## config.mk

```make
export PLATFORM = sky130hd
export DESIGN_NAME = retire_unit_n
export DESIGN_NICKNAME = d
export VERILOG_FILES = /design/src/rtl/retire_pkg.sv /design/src/rtl/retire_select.sv /design/src/rtl/retire_unit_n.sv
export SDC_FILE = /design/constraint.sdc
export NUM_CORES = 1
export LEC_CHECK = 0
export CAP_MARGIN = 0
export CORE_AREA = 2 2 260 262
export CTS_CLUSTER_SIZE = 14
export DETAILED_ROUTE_END_ITERATION = 16
export DIE_AREA = 0 0 262 264
export GPL_ROUTABILITY_DRIVEN = 0
export HOLD_SLACK_MARGIN = 0.08
export SLEW_MARGIN = 10
export SYNTH_ARGS = -nofsm -noshare
export SYNTH_HDL_FRONTEND = slang
export SYNTH_SLANG_ARGS = --single-unit
```

## constraint.sdc

```tcl
create_clock -name clock -period 14.93 [get_ports clock]
set_input_delay 2.986 -clock clock [delete_from_list [all_inputs] [get_ports clock]]
set_output_delay 2.986 -clock clock [all_outputs]
set_load 0.01 [all_outputs]
```

## src/rtl/retire_pkg.sv

```systemverilog
// retire_pkg: shared types, widths and helpers for the retire stage
package retire_pkg;
    localparam int RET_PR_W = 6;
    localparam int RET_XLEN = 32;
    typedef struct packed {
        logic                completed;
        logic                is_store;
        logic                precise_state_need;
        logic                halt;
        logic [4:0]          arch_reg;
        logic [RET_PR_W-1:0] tnew;
        logic [RET_PR_W-1:0] told;
        logic [RET_XLEN-1:0] target_pc;
    } rob_ret_t;
    typedef enum logic [1:0] {RUN, RECOVER, HALTED} retire_state_e;
    function automatic logic [5:0] popcount(input logic [31:0] v);
        popcount = '0;
        for (int i = 0; i < 32; i++) popcount = popcount + 6'(v[i]);
    endfunction
endpackage

```

## src/rtl/retire_select.sv

```systemverilog
// retire_select: oldest-first contiguous retire prefix and arch-writer lanes
module retire_select
    import retire_pkg::*;
#(
    parameter int RETIRE_W = 3
) (
    input  logic                    run,
    input  logic [RETIRE_W-1:0]     head_valid,
    input  rob_ret_t [RETIRE_W-1:0] head_entry,
    input  logic [RETIRE_W-1:0]     sq_stall,
    output logic [RETIRE_W-1:0]     retire_en,
    output logic [RETIRE_W-1:0]     writer
);
    logic go;
    // walk lanes oldest-first; a blocked lane or a barrier closes the prefix
    always_comb begin
        go = run;
        retire_en = '0;
        writer = '0;
        for (int i = 0; i < RETIRE_W; i++) begin
            retire_en[i] = go && head_valid[i] && head_entry[i].completed &&
                           !(head_entry[i].is_store && sq_stall[i]);
            writer[i] = retire_en[i] && (head_entry[i].arch_reg != 5'd0);
            go = retire_en[i] && !head_entry[i].precise_state_need && !head_entry[i].halt;
        end
    end
endmodule

```

## src/rtl/retire_unit_n.sv

```systemverilog
// retire_unit_n: N-wide in-order retire with branch recovery and sticky halt
// Optional feature: define RETIRE_PERF_EN to add perf_retired/perf_recover counters.
module retire_unit_n
    import retire_pkg::*;
#(
    parameter int RETIRE_W = 3,
    parameter int PR_W     = RET_PR_W,
    parameter int ROB_W    = 5,
    parameter int XLEN     = RET_XLEN
) (
    input  logic                                clock,
    input  logic                                reset,
    input  logic [RETIRE_W-1:0]                 head_valid,
    input  rob_ret_t [RETIRE_W-1:0]             head_entry,
    input  logic [RETIRE_W-1:0]                 sq_stall,
    input  logic [ROB_W-1:0]                    fl_distance,
    input  logic [ROB_W-1:0]                    freelist_head,
    input  logic [31:0][PR_W-1:0]               archi_maptable,
    output logic [RETIRE_W-1:0]                 arch_wr_en,
    output logic [RETIRE_W-1:0][4:0]            arch_wr_ar,
    output logic [RETIRE_W-1:0][PR_W-1:0]       arch_wr_pr,
    output logic [RETIRE_W-1:0][PR_W-1:0]       told_out,
    output logic [RETIRE_W-1:0]                 sq_retire_en,
    output logic [RETIRE_W-1:0]                 retire_en,
    output logic [$clog2(RETIRE_W+1)-1:0]       inst_count,
    output logic                                recover_en,
    output logic [XLEN-1:0]                     recover_pc,
    output logic [31:0][PR_W-1:0]               recover_maptable,
    output logic [ROB_W-1:0]                    recover_fl_head,
    output logic                                halt
`ifdef RETIRE_PERF_EN
    ,output logic [63:0]                        perf_retired,
    output logic [63:0]                         perf_recover
`endif
);
    localparam int CNT_W = $clog2(RETIRE_W+1);
    retire_state_e state, state_n;
    logic [RETIRE_W-1:0] writer, halt_v, psn_v;
    logic [31:0][PR_W-1:0] map_n;
    logic [XLEN-1:0] pc_n;
    logic [ROB_W-1:0] fl_n;
    logic run, halt_hit, mis;

    // reset also gates retirement so every output reads 0 while held
    assign run = (state == RUN) && !reset;

    retire_select #(.RETIRE_W(RETIRE_W)) u_sel (
        .run       (run),
        .head_valid(head_valid),
        .head_entry(head_entry),
        .sq_stall  (sq_stall),
        .retire_en (retire_en),
        .writer    (writer)
    );

    assign arch_wr_en = writer;
    assign inst_count = CNT_W'(popcount(32'(retire_en)));
    assign halt_hit   = |(retire_en & halt_v);
    assign mis        = |(retire_en & psn_v) && !halt_hit;
    assign fl_n       = freelist_head - (fl_distance - ROB_W'(popcount(32'(writer))));
    assign recover_en = (state == RECOVER);
    assign halt       = (state == HALTED);

    // per-lane outputs, barrier flags and the post-retire map (higher lane wins)
    always_comb begin
        map_n = archi_maptable;
        pc_n = '0;
        for (int i = 0; i < RETIRE_W; i++) begin
            halt_v[i] = head_entry[i].halt;
            psn_v[i] = head_entry[i].precise_state_need;
            sq_retire_en[i] = retire_en[i] && head_entry[i].is_store;
            arch_wr_ar[i] = writer[i] ? head_entry[i].arch_reg : 5'd0;
            arch_wr_pr[i] = writer[i] ? head_entry[i].tnew : '0;
            told_out[i] = writer[i] ? head_entry[i].told : '0;
            if (writer[i]) map_n[head_entry[i].arch_reg] = head_entry[i].tnew;
            if (retire_en[i] && psn_v[i]) pc_n = head_entry[i].target_pc;
        end
    end

    // state register
    always_ff @(posedge clock or posedge reset) begin
        if (reset) state <= RUN;
        else state <= state_n;
    end

    // next state: halt beats mispredict; RECOVER lasts one cycle; HALTED is terminal
    always_comb begin
        state_n = state;
        state_n = (state == RUN) ? (halt_hit ? HALTED : mis ? RECOVER : RUN) :
                  (state == RECOVER) ? RUN : HALTED;
    end

    // recovery record captured on a mispredict and held until the next one
    always_ff @(posedge clock or posedge reset) begin
        if (reset) begin
            recover_pc <= '0;
            recover_maptable <= '0;
            recover_fl_head <= '0;
        end else if (mis) begin
            recover_pc <= pc_n;
            recover_maptable <= map_n;
            recover_fl_head <= fl_n;
        end
    end

`ifdef RETIRE_PERF_EN
    // free-running wrap-around performance counters
    always_ff @(posedge clock or posedge reset) begin
        if (reset) begin
            perf_retired <= '0;
            perf_recover <= '0;
        end else begin
            perf_retired <= perf_retired + 64'(inst_count);
            perf_recover <= perf_recover + 64'(recover_en);
        end
    end
`endif
endmodule
```

# Yosys cells after proc, flatten, opt, wreduce, memory -nomap -nowiden
# Index checks and enable logic that the tools add are counted.
[classes]
n_addsub = 6
multipliers = 0
n_div = 0
order_cmp = 6
n_eq_ne = 2
shifts = 0
n_mux = 28
bitwise = 2
n_reduce_logical = 45
[op_table]
columns = ["cell", "n"]
rows = [
  ["192-bit bitwise mux", 3],
  ["192-bit 2-to-1 mux", 3],
  ["32-bit 2-to-1 mux", 3],
  ["6-bit demux with 5-bit select", 3],
  ["6-bit 2-to-1 mux", 9],
  ["1-bit logical AND", 30],
  ["5-bit by 6-bit less-than comparator with 1-bit output (second input constant)", 3],
  ["5-bit by 1-bit >= comparator with 1-bit output (second input constant)", 3],
  ["5-bit 2-to-1 mux", 3],
  ["5-bit nonzero test", 3],
  ["1-bit logical NOT", 9],
  ["3-bit bitwise AND", 2],
  ["2-bit 2-to-1 mux", 3],
  ["3-bit OR reduction", 2],
  ["5-bit by 3-bit subtractor with 5-bit output", 1],
  ["5-bit subtractor", 1],
  ["1-bit by 1-bit adder with 2-bit output", 2],
  ["2-bit by 1-bit adder with 3-bit output", 1],
  ["2-bit by 1-bit adder with 2-bit output", 1],
  ["2-bit by 1-bit == test with 1-bit output (second input constant)", 1],
  ["2-bit == test (second input constant)", 1],
  ["2-bit logical NOT", 1],
  ["1-bit 2-to-1 mux", 1],
]
[word_totals]
register_bits = 231
latchBits = 0
ramBits = 0
romBits = 0
input_bits = 369
output_inout_bits = 293
memories = 0

# Longest topological paths before layout
# Gate-level depths: netlist (run 1).
[depth]
word_depth = 22
depth_mapped = 18

# Modules after synthesis
# Synthesis (run 1) repeated with hierarchy kept, for this count alone.
[unflattened]
hier_cells = 1901
area_unflattened_um2 = 16579.7
[modules_own_cells]
columns = ["mod", "n_inst", "cells_per_inst", "area_each_um2", "seq_area_each_um2"]
rows = [
  ["retire_unit_n", 1, 1881, 16482.1, 5780.5],
  ["retire_select", 1, 20, 97.6, 0.0],
]

# Worst setup path before layout (run 1)
# OpenSTA, ideal clock, no wires.
[synth_path]
path_type = "input to output"
startpoint = "input head_entry[52] (netlist name)"
endpoint = "output inst_count[0]"
t_arrival_ps = 5015
required_ps = 11944
path_slack_ps = 6929
path_stages = 9
path_buffers = 2
path_cell_list = "or3b_1 -> nor3_2 -> inv_2 -> nor3_4 -> inv_2 -> buf_6 -> buf_6 -> fa_1 -> inv_1"
[synth_via]
elab_chain_cells = 13
word_cells_on_any_way = 14
[synth_rtl]
columns = ["item", "line_no", "source"]
rows = [
  ["from (decl)", "retire_unit_n.sv:14", "input rob_ret_t [RETIRE_W-1:0] head_entry,"],
  ["1-bit logical AND * (2 in series)", "retire_select.sv:21", "retire_en[i] = go && head_valid[i] && head_entry[i].completed &&"],
  ["1-bit logical AND (2 in series)", "retire_select.sv:24", "go = retire_en[i] && !head_entry[i].precise_state_need && !head_entry[i].halt;"],
  ["1-bit logical AND (3 in series)", "retire_select.sv:21", ""],
  ["1-bit logical AND (2 in series)", "retire_select.sv:24", ""],
  ["1-bit logical AND (3 in series)", "retire_select.sv:21", ""],
  ["2-bit by 1-bit adder with 2-bit output *", "retire_pkg.sv:18", "for (int i = 0; i < 32; i++) popcount = popcount + 6'(v[i]);"],
  ["to (decl)", "retire_unit_n.sv:25", "output logic [$clog2(RETIRE_W+1)-1:0] inst_count,"],
]
# Every way passes the cells marked *; elsewhere a longest branch is shown, timed or not.

==> results by group, run 1 <==
Outcome
  • Status: complete, no violations

Floorplanning
  • Full die area: 69200 um^2
  • Die Y: 264 um
  • Std-Cell Rows: 95
  • I/O pin count: 662
  • CORE AREA: 66600 um^2
  • Starting Density: 0.246
  • Width of the chip: 262 um

Drt
  • Routed WL: 112000 um
  • Detail Route Antenna Nets: 0
  • Via count: 21000
  • DRC Markers: 0
  • Starting DRT DRC Count: 2275
  • Routed WL per cell: 30.7 um
  • Pre-Repair DR Iteration Count: 6
  • Vias per Instance: 5.77

Layout
  • Reg area: 5780 um^2
  • Final Util: 0.371
  • Commonest non-fill, non-tap cell in the layout: clkdlybuf4s50_1
  • Post-layout net count: 3108
  • Area Growth Syn to Fin: 50.9%
  • Fillcell total: 6953
  • Most frequent cells in the layout: clkdlybuf4s50_1, nand3_1, nor2_1
  • Multi-input combinational cell area: 9630 um^2
  • Fraction of layout cells with a size suffix above 1: 0.0691

Timing
  • Final Cycle Share: 0.692
  • Final hold vios: 0
  • Clock skew: 0.0281 ns
  • Max Slew Vio Count: 0
  • RSZ-0062 raised after global routing: no
  • Slew headroom: 0.125
  • Final setup margin: 4.60 ns
  • Hold Slack: 0.511 ns
  • Max Fclk: 96.8 MHz
  • Min Tclk post-route: 10.33 ns
  • Post-Route Setup TNS: 0 ns
  • Final setup vio count: 0
  • Worst Tran Pin Value: 1.31 ns

Worst setup path
  • CP delay by family, top: buffers and inverters
  • Worst Path Max Fanout: 24
  • Max stage delay on crit path: 0.82 ns
  • Worst path cell trace: clkdlybuf4s50_1 > or3b_1 > buf_4 > nor3_4 > inv_2 > nor3_4 > inv_2 > a21oi_2 > and2_1 > clkdlybuf4s50_1
  • Kind of critical path: primary input to output port
  • Slowest CP cell: a21oi_2
  • Buffers and inverters on the worst path: 5
  • Crit path capture type: output port
  • FF-to-FF Start: state[1]$_DFF_PP0_
  • Required @ worst endpoint: 11.94 ns
  • Worst path arrival time: 7.34 ns
  • CP startpoint kind: primary input
  • Crit path launch: head_entry[52]

Run
  • Max Cap Violations: 0

Placed design
  • I/O Buffers: 661
  • DP Wirelength: 76800 um
  • DP Worst Slack: 4.61 ns

GRT
  • Via count of the first global-routing pass: 20000
  • First-pass GRT wire length: 153000 um
  • GR peak layer: met2
  • Met1 GRT Util: 0.371
  • Gr usage total: 0.308
  • Gr ovfl total: 0
  • GR Layer Usage met3: 0.0686
  • Largest net degree at the start of global routing: 112
  • M2 GR Usage: 0.502
  • Initial antenna violation count: 21

Synthesis
  • Syn avg cell area: 7.33 um^2
  • Register area share after synthesis: 0.353
  • Ys Warns: 0
  • Syn nets: 2618
  • Prevailing post-synth register cell: dfrtp_1
  • Post-Syn Area: 16400 um^2
  • Netlist cell types: 48
  • Post-Syn Instances: 2235
  • Number of synthesized flops with an enable pin: 0
  • Async S/R FF share, synth: 1.00
  • Flops & latches, synth: 231

Clocking
  • Htree depth: 1
  • Resized cells post-CTS: 0
  • Root Driver: clkbuf_16
  • Number of CTS-inserted buffers: 30
  • Clock transition at path regs: 0.06 ns
  • CTS tree: built
  • Post-CTS setup buffer count: 0
  • Skew-Pair Late Insertion Delay: 0.60 ns
  • Hold Buf Count CTS: 0
  • CTS Buffer Depth: 3
  • Clk sink count: 231

Worst hold path
  • Worst Hold Launch: recover_maptable[0]$_DFFE_PP0P_
  • Hold crit path type: flip-flop to flip-flop

Pwr
  • Leak: 8.68 nW
  • Psw: 0.000906 W
  • Clock power frac: 0.309
  • Worst VDD drop: 64.2 uV
  • Switching share of power: 0.337
  • Pint: 0.00178 W
  • Pwr Density: 109 nW/um^2
  • Sequential share of power: 0.336
  • Comb power frac: 0.356
  • Design Power: 0.00269 W
-- metal layers --
layer / vias up / share of wire / routed length, um
li1: 9202 / - / -
met1: 10100 / 0.37 / 41600
met2: 1365 / 0.46 / 51900
met3: 323 / 0.10 / 11100
met4: 16 / 0.062 / 6950
met5: - / 0.00085 / 95
-- cells in the mapped netlist, types with 10 or more instances --
cell type,instances,area (um^2)
a21oi_1,62,310
a22oi_1,23,173
a31oi_1,209,1310
and2_1,50,313
and3_1,17,106
buf_1,10,37.5
buf_2,22,110
clkbuf_1,234,878
dfrtp_1,231,5780
ha_1,11,138
inv_1,14,52.6
mux2_2,10,113
nand2_1,226,848
nand3_1,315,1580
nand4_1,28,175
nor2_1,234,878
nor2b_1,10,62.6
nor3_1,53,265
nor4_1,18,113
o211ai_1,184,1380
o21ai_0,181,906
-- sequential cells by signal (all words and copies together) (netlist names) --
name              cells
recover_fl_head       5
recover_pc           32
state                 2
recover_maptable    192
-- path summary, 6_finish.rpt --
path | end | slack, ns | cells after the start
worst max-delay path | told_out[12] | 4.60 | 10
worst min-delay path | recover_maptable[0]$_DFFE_PP0P_ | 0.51 | 1
worst max register to register | recover_fl_head[4]$_DFFE_PP0P_ | 9.18 | 16
worst min register to register | recover_maptable[0]$_DFFE_PP0P_ | 0.51 | 1
max in group asynchronous | recover_maptable[26]$_DFFE_PP0P_ | 10.38 | 3
min in group asynchronous | recover_maptable[109]$_DFFE_PP0P_ | 3.02 | 2
-- power by group through the flow --
stage | combinational (W) | clock, W | sequential (W)
global route | 0.00100 | 0.000867 | 0.000917
CTS | 0.000953 | 0.000844 | 0.000901
floorplan | 0.000269 | 0 | 0.000956
detailed placement | 0.000948 | 0 | 0.000909
finish | 0.000956 | 0.000831 | 0.000902
global placement | 0.000945 | 0 | 0.000908
-- logic make-up (layout without fill, tap and decap cells) --
logic type | after synthesis | after routing | synth area share
simple gates | 1007 | 1007 | 0.296
compound gates | 683 | 683 | 0.261
buf+inv | 284 | 797 | 0.0676
flops | 231 | 231 | 0.353
fa+ha+maj | 14 | 14 | 0.0121
mux | 10 | 10 | 0.00687
xor+xnor | 6 | 6 | 0.00321
other cells | 0 | 14 | 0
-- worst reg2reg max path, cell delays in order, from the launching register on --
cell     delay [ns]
dfrtp_1        0.45
or3b_1         0.37
buf_4          0.22
nor3_4         0.23
inv_2          0.15
nor3_4         0.75
inv_2          0.57
a21oi_2        0.82
inv_1          0.17
fa_1           0.54
inv_1          0.04
ha_1           0.20
fa_1           0.46
a21o_1         0.17
a21oi_1        0.17
xnor2_1        0.09
mux2_2         0.26
-- stage by stage --
stage	instance area [um^2]	std cells
after floorplan	16400	2235
after global placement	23600	3565
after detailed placement	23600	3566
after CTS	24700	3621
after global routing	24700	3628
final	24700	3635
-- area by class of cell --
cell class | count | share of cell area
well taps | 873 | 0.0442
multi-input cells | 1720 | 0.389
clock inverters | 12 | 0.00764
repair buffers | 726 | 0.284
inverters | 16 | 0.00273
diodes | 14 | 0.00142
clock buffers | 43 | 0.0372
flip-flops and latches | 231 | 0.234
Note: power is estimated with default switching activity, not from simulation.
==> run 2: changes to the inputs <==
==> constraint.sdc (replaced) <==
create_clock -name clock -period 9.36 [get_ports clock]
set_input_delay 1.872 -clock clock [delete_from_list [all_inputs] [get_ports clock]]
set_output_delay 1.872 -clock clock [all_outputs]
set_load 0.01 [all_outputs]
==> run 2 against run 1 <==
Effect of this change:
- the flow now finishes with violations (max-capacitance violations, max-slew violations)
- count of clock-buffer cells in the layout did not move
- first-iteration DRC count rose by 8.1%
- largest power group unchanged
- critical path depth fell by 2
- clock skew fell by 0.017 ns
- critical endpoint is now arch_wr_pr[17]
- non-clock buffer count fell by 4
- worst setup slack got worse by 2.6 ns
- utilization fell by 0.26 points
==> results by group, run 2 (synthesis results as in run 1) <==
Outcome
  • Status: complete, but fails checks
  • Failing checks: max-capacitance violations, max-slew violations

Layout
  • Post-layout net count: 3104
  • Multi-input combinational cell area: 9620 um^2
  • Fin area: 24600 um^2
  • Commonest non-fill, non-tap cell in the layout: clkdlybuf4s50_1
  • Most frequent cells in the layout: clkdlybuf4s50_1, nand3_1, nor2_1
  • Fraction of layout cells with a size suffix above 1: 0.0656
  • Fillcell total: 6999
  • Area Growth Syn to Fin: 49.9%
  • Max reg flops: 192
  • Most flop-heavy register: recover_maptable
  • Top Registers: recover_maptable: 192 flops, recover_pc: 32 flops, recover_fl_head: 5 flops
  • Reg area: 5780 um^2

Drt
  • Detail Route Antenna Nets: 0
  • Starting DRT DRC Count: 2459
  • Pre-Repair DR Iteration Count: 8
  • Routed WL: 110000 um
  • Routed WL per cell: 30.4 um
  • DRC Markers: 0
  • Vias per Instance: 5.76
  • Via count: 20900

Clocking
  • Resized cells post-CTS: 0
  • Root Driver: clkbuf_16
  • Htree depth: 1
  • Skew-Pair Late Insertion Delay: 0.58 ns
  • Post-CTS setup buffer count: 0
  • CTS Buffer Depth: 3
  • Hold Buf Count CTS: 0
  • Number of CTS-inserted buffers: 30
  • Clock transition at path regs: 0.06 ns
  • Clk sink count: 231
  • CTS tree: built

Worst setup path
  • Buffers and inverters on the worst path: 3
  • Worst path arrival time: 5.48 ns
  • Slowest CP cell: a21oi_2
  • Kind of critical path: primary input to output port
  • Crit path capture type: output port
  • Worst Path Max Fanout: 24
  • Required @ worst endpoint: 7.49 ns
  • Worst path cell trace: clkdlybuf4s50_1 > nand3b_1 > or2_2 > nor3_4 > inv_2 > a21oi_2 > and2_1 > clkdlybuf4s50_1
  • Max stage delay on crit path: 0.79 ns
  • CP startpoint kind: primary input
  • Most Frequent Cell on Critical Path: clkdlybuf4s50_1
  • CP delay by family, top: simple AND/OR/NAND/NOR gates

Timing
  • Max Slew Vio Count: 5
  • Worst Tran Pin Value: 1.51 ns
  • Final hold vios: 0
  • Min Tclk post-route: 7.35 ns
  • Final setup margin: 2.01 ns
  • Final Cycle Share: 0.785
  • RSZ-0062 raised after global routing: no
  • Final setup vio count: 0
  • Clock skew: 0.0107 ns
  • Slew headroom: -0.0185
  • Max Fclk: 136 MHz
  • Post-Route Setup TNS: 0 ns

Floorplanning
  • Width of the chip: 262 um
  • Full die area: 69200 um^2
  • CORE AREA: 66600 um^2
  • Starting Density: 0.246
  • Die Y: 264 um
  • I/O pin count: 662
  • Std-Cell Rows: 95

Run
  • Max Cap Violations: 1

Pwr
  • Comb power frac: 0.370
  • Worst VDD drop: 103 uV
  • Switching share of power: 0.347
  • Psw: 0.00142 W
  • Leak: 8.59 nW
  • Clock power frac: 0.280
  • Pint: 0.00268 W
  • Sequential share of power: 0.350
  • Pwr Density: 167 nW/um^2
  • Design Power: 0.00411 W

Worst hold path
  • Hold crit path type: flip-flop to flip-flop

Placed design
  • DP Worst Slack: 2.01 ns
  • DP Wirelength: 76500 um
  • I/O Buffers: 661
  • Dpl cell area: 23600 um^2

GRT
  • Gr usage total: 0.306
  • Via count of the first global-routing pass: 20100
  • Initial antenna violation count: 20
  • Gr ovfl total: 0
  • Largest net degree at the start of global routing: 189
  • First-pass GRT wire length: 152000 um
==> run 2: power groups by stage <==
| stage | Sequential (W) | Clock [W] | Combinational (W) |
|---|---|---|---|
| after detailed placement | 0.00145 | 0 | 0.00152 |
| final | 0.00144 | 0.00115 | 0.00152 |
| after global routing | 0.00146 | 0.00121 | 0.00160 |
| after CTS | 0.00144 | 0.00117 | 0.00152 |
| after floorplan | 0.00152 | 0 | 0.000429 |
| after global placement | 0.00145 | 0 | 0.00151 |
==> run 2: metrics by stage <==
step	hold slack [ns]	utilization	instances
floorplan	0.491	-	2235
global placement	0.489	0.354	3562
detailed placement	0.498	0.354	3562
CTS	0.511	0.368	3615
global route	0.529	0.369	3620
finish	0.512	0.369	3626
==> run 2: path summary, 6_finish.rpt <==
kind	start	endpoint	slack [ns]	cells past startpoint
worst max-delay path	head_entry[49]	arch_wr_pr[17]	2.01	8
worst min-delay path	recover_maptable[3]$_DFFE_PP0P_	recover_maptable[3]$_DFFE_PP0P_	0.51	1
worst max register to register	state[1]$_DFF_PP0_	recover_fl_head[4]$_DFFE_PP0P_	4.37	16
worst min register to register	recover_maptable[3]$_DFFE_PP0P_	recover_maptable[3]$_DFFE_PP0P_	0.51	1
max in group asynchronous	reset	recover_maptable[19]$_DFFE_PP0P_	6.19	3
min in group asynchronous	reset	recover_maptable[113]$_DFFE_PP0P_	1.86	2
==> run 2: layout make-up <==
cell class,instances,area share
multi-input cells,1720,0.392
repair buffers,722,0.286
flip-flops and latches,231,0.235
well taps,873,0.0445
clock buffers,43,0.0363
inverters,16,0.00275
clock inverters,10,0.00224
diodes,11,0.00112
==> run 2: layer usage <==
layer	share of wire	global-route usage
met3	0.089	0.0604
met2	0.47	0.503
met1	0.38	0.372
met4	0.063	0.172
met5	0.00075	0
==> run 3: changes to the inputs <==
==> constraint.sdc (replaced) <==
create_clock -name clock -period 7.39 [get_ports clock]
set_input_delay 1.478 -clock clock [delete_from_list [all_inputs] [get_ports clock]]
set_output_delay 1.478 -clock clock [all_outputs]
set_load 0.01 [all_outputs]
==> run 3 against run 2 <==
Effect of this change:
- the flow now finishes without violations
- cell count increased by 0.28%
- sequential share of layout area decreased by 0.17 points
- die area unchanged
- critical path depth increased by 4
- utilization increased by 0.26 points
- clock power increased by 43%
- power increased by 32%
==> results by group, run 3 (synthesis results as in run 1) <==
Outcome
  • Status: complete, no violations

GRT
  • Gr usage total: 0.303
  • Gr ovfl total: 0
  • Initial antenna violation count: 19
  • First-pass GRT wire length: 150000 um
  • Via count of the first global-routing pass: 19900
  • Largest net degree at the start of global routing: 209

Pwr
  • Pwr Density: 218 nW/um^2
  • Worst VDD drop: 144 uV
  • Leak: 8.66 nW

Layout
  • Most frequent cells in the layout: clkdlybuf4s50_1, nand3_1, nor2_1
  • Max reg flops: 192
  • Post-layout net count: 3106
  • Fillcell total: 6999
  • Fraction of layout cells with a size suffix above 1: 0.0677
  • Final std cells w/o fill: 3636
  • Area Growth Syn to Fin: 50.9%
  • Top Registers: recover_maptable: 192 flops, recover_pc: 32 flops, recover_fl_head: 5 flops
  • Most flop-heavy register: recover_maptable
  • Commonest non-fill, non-tap cell in the layout: clkdlybuf4s50_1

Drt
  • Metal2 WL: 50800 um
  • Starting DRT DRC Count: 1984
  • Pre-Repair DR Iteration Count: 5
  • Vias per Instance: 5.74
  • Detail Route Antenna Nets: 0
  • M1 WL: 41300 um
  • DRC Markers: 0
  • Top layer in use: met5
  • Met3 wire length: 10300 um
  • Routed WL: 110000 um
  • Routed WL per cell: 30.1 um
  • Via count: 20900

Clocking
  • CTS tree: built
  • Clock transition at path regs: 0.06 ns
  • Hold Buf Count CTS: 0
  • Post-CTS setup buffer count: 0
  • Root Driver: clkbuf_16
  • Number of CTS-inserted buffers: 31
  • Htree depth: 1
  • CTS Buffer Depth: 3
  • Resized cells post-CTS: 0
  • Clk sink count: 231
  • Skew-Pair Late Insertion Delay: 0.60 ns

Timing
  • Post-Route Setup TNS: 0 ns
  • Max Slew Vio Count: 0
  • Final setup margin: 0.825 ns
  • Max Fclk: 152 MHz
  • Final setup vio count: 0
  • RSZ-0062 raised after global routing: no
  • Final hold vios: 0
  • Min Tclk post-route: 6.57 ns
  • Final Cycle Share: 0.888
  • Clock skew: 0.0286 ns
  • Slew headroom: 0.183
  • Worst Tran Pin Value: 1.23 ns

Worst setup path
  • Required @ worst endpoint: 5.91 ns
  • Worst path arrival time: 5.09 ns
  • Crit path capture type: output port
  • Flop-to-flop setup slack: 2.37 ns
  • R2R cell count: 18
  • Capturing point of the worst reg2reg path: recover_fl_head[4]$_DFFE_PP0P_
  • Kind of critical path: primary input to output port
  • CP startpoint kind: primary input
  • Worst Path Max Fanout: 24
  • FF-to-FF Start: state[0]$_DFF_PP0_

Placed design
  • Cells after DPL: 3563
  • DP Wirelength: 76500 um
  • DP Worst Slack: 0.829 ns
  • I/O Buffers: 661

Floorplanning
  • Width of the chip: 262 um
  • CORE AREA: 66600 um^2
  • Starting Density: 0.246
  • Std-Cell Rows: 95
  • I/O pin count: 662
  • Die Y: 264 um
  • Full die area: 69200 um^2

Worst hold path
  • Hold EP: recover_fl_head[0]$_DFFE_PP0P_
  • Hold path depth: 1
  • Hold crit path type: flip-flop to flip-flop
  • Worst Hold Launch: recover_fl_head[0]$_DFFE_PP0P_

Run
  • Max Cap Violations: 0
==> run 3: changes by cell type in the layout (fill, tap and decap cells not counted), moves of 2 or more <==
cell	previous run	this run
nor4_1	10	5
nor4_2	8	13
a21oi_2	3	1
clkinv_2	8	6
diode_2	11	16
bufinv_16	0	4
a21oi_1	59	61
==> run 3: cell type report <==
cell class / count / area [um^2] / area share
multi-input combinational: 1720 / 9640 / 0.390
tap: 873 / 1090 / 0.0442
clock buffer: 45 / 908 / 0.0367
clock inverter: 12 / 168 / 0.00678
antenna: 16 / 40.0 / 0.00162
timing repair buffer: 723 / 7040 / 0.285
inverter: 16 / 63.8 / 0.00258
sequential: 231 / 5780 / 0.234
==> run 3: worst max path at each step <==
stage,from,depth (start not counted),end,slack [ns]
6_report,head_entry[52],12,told_out[17],0.82
5_1_grt,head_entry[52],12,told_out[15],0.65
4_1_cts,head_entry[52],12,told_out[17],0.82
3_5_place_dp,head_entry[52],12,told_out[15],0.83
3_3_place_gp,head_entry[52],12,arch_wr_pr[14],0.91
2_1_floorplan,head_entry[52],17,recover_fl_head[4]$_DFFE_PP0P_,2.10
==> run 3: stage by stage <==
step	instance area [um^2]	util	hold slack (ns)	total power, W
3_3_place_gp	23600	0.355	0.491	0.00375
2_1_floorplan	16400	-	0.491	0.00248
6_report	24700	0.372	0.512	0.00540
4_1_cts	24700	0.371	0.513	0.00542
3_5_place_dp	23600	0.355	0.498	0.00376
5_1_grt	24700	0.371	0.526	0.00559
==> run 3: power by group <==
group          switching (W)  total (W)  internal [W]
clock network       0.000656    0.00164      0.000985
registers           0.000230    0.00182       0.00159
logic               0.000958    0.00194      0.000978
==> run 3: layer usage <==
layer	vias to the layer above	global-route usage
met1	10000	0.365
li1	9211	-
met2	1320	0.492
met3	322	0.0638
met5	-	0
met4	8	0.189
==> run 3: critical path: stages <==
cell,delay (ns)
clkdlybuf4s50_1,0.47
or3b_1,0.34
buf_4,0.22
nor3_4,0.22
inv_2,0.14
nor3_4,0.19
buf_4,0.29
inv_2,0.39
a21oi_1,0.34
buf_4,0.27
and2_1,0.16
clkdlybuf4s50_1,0.54
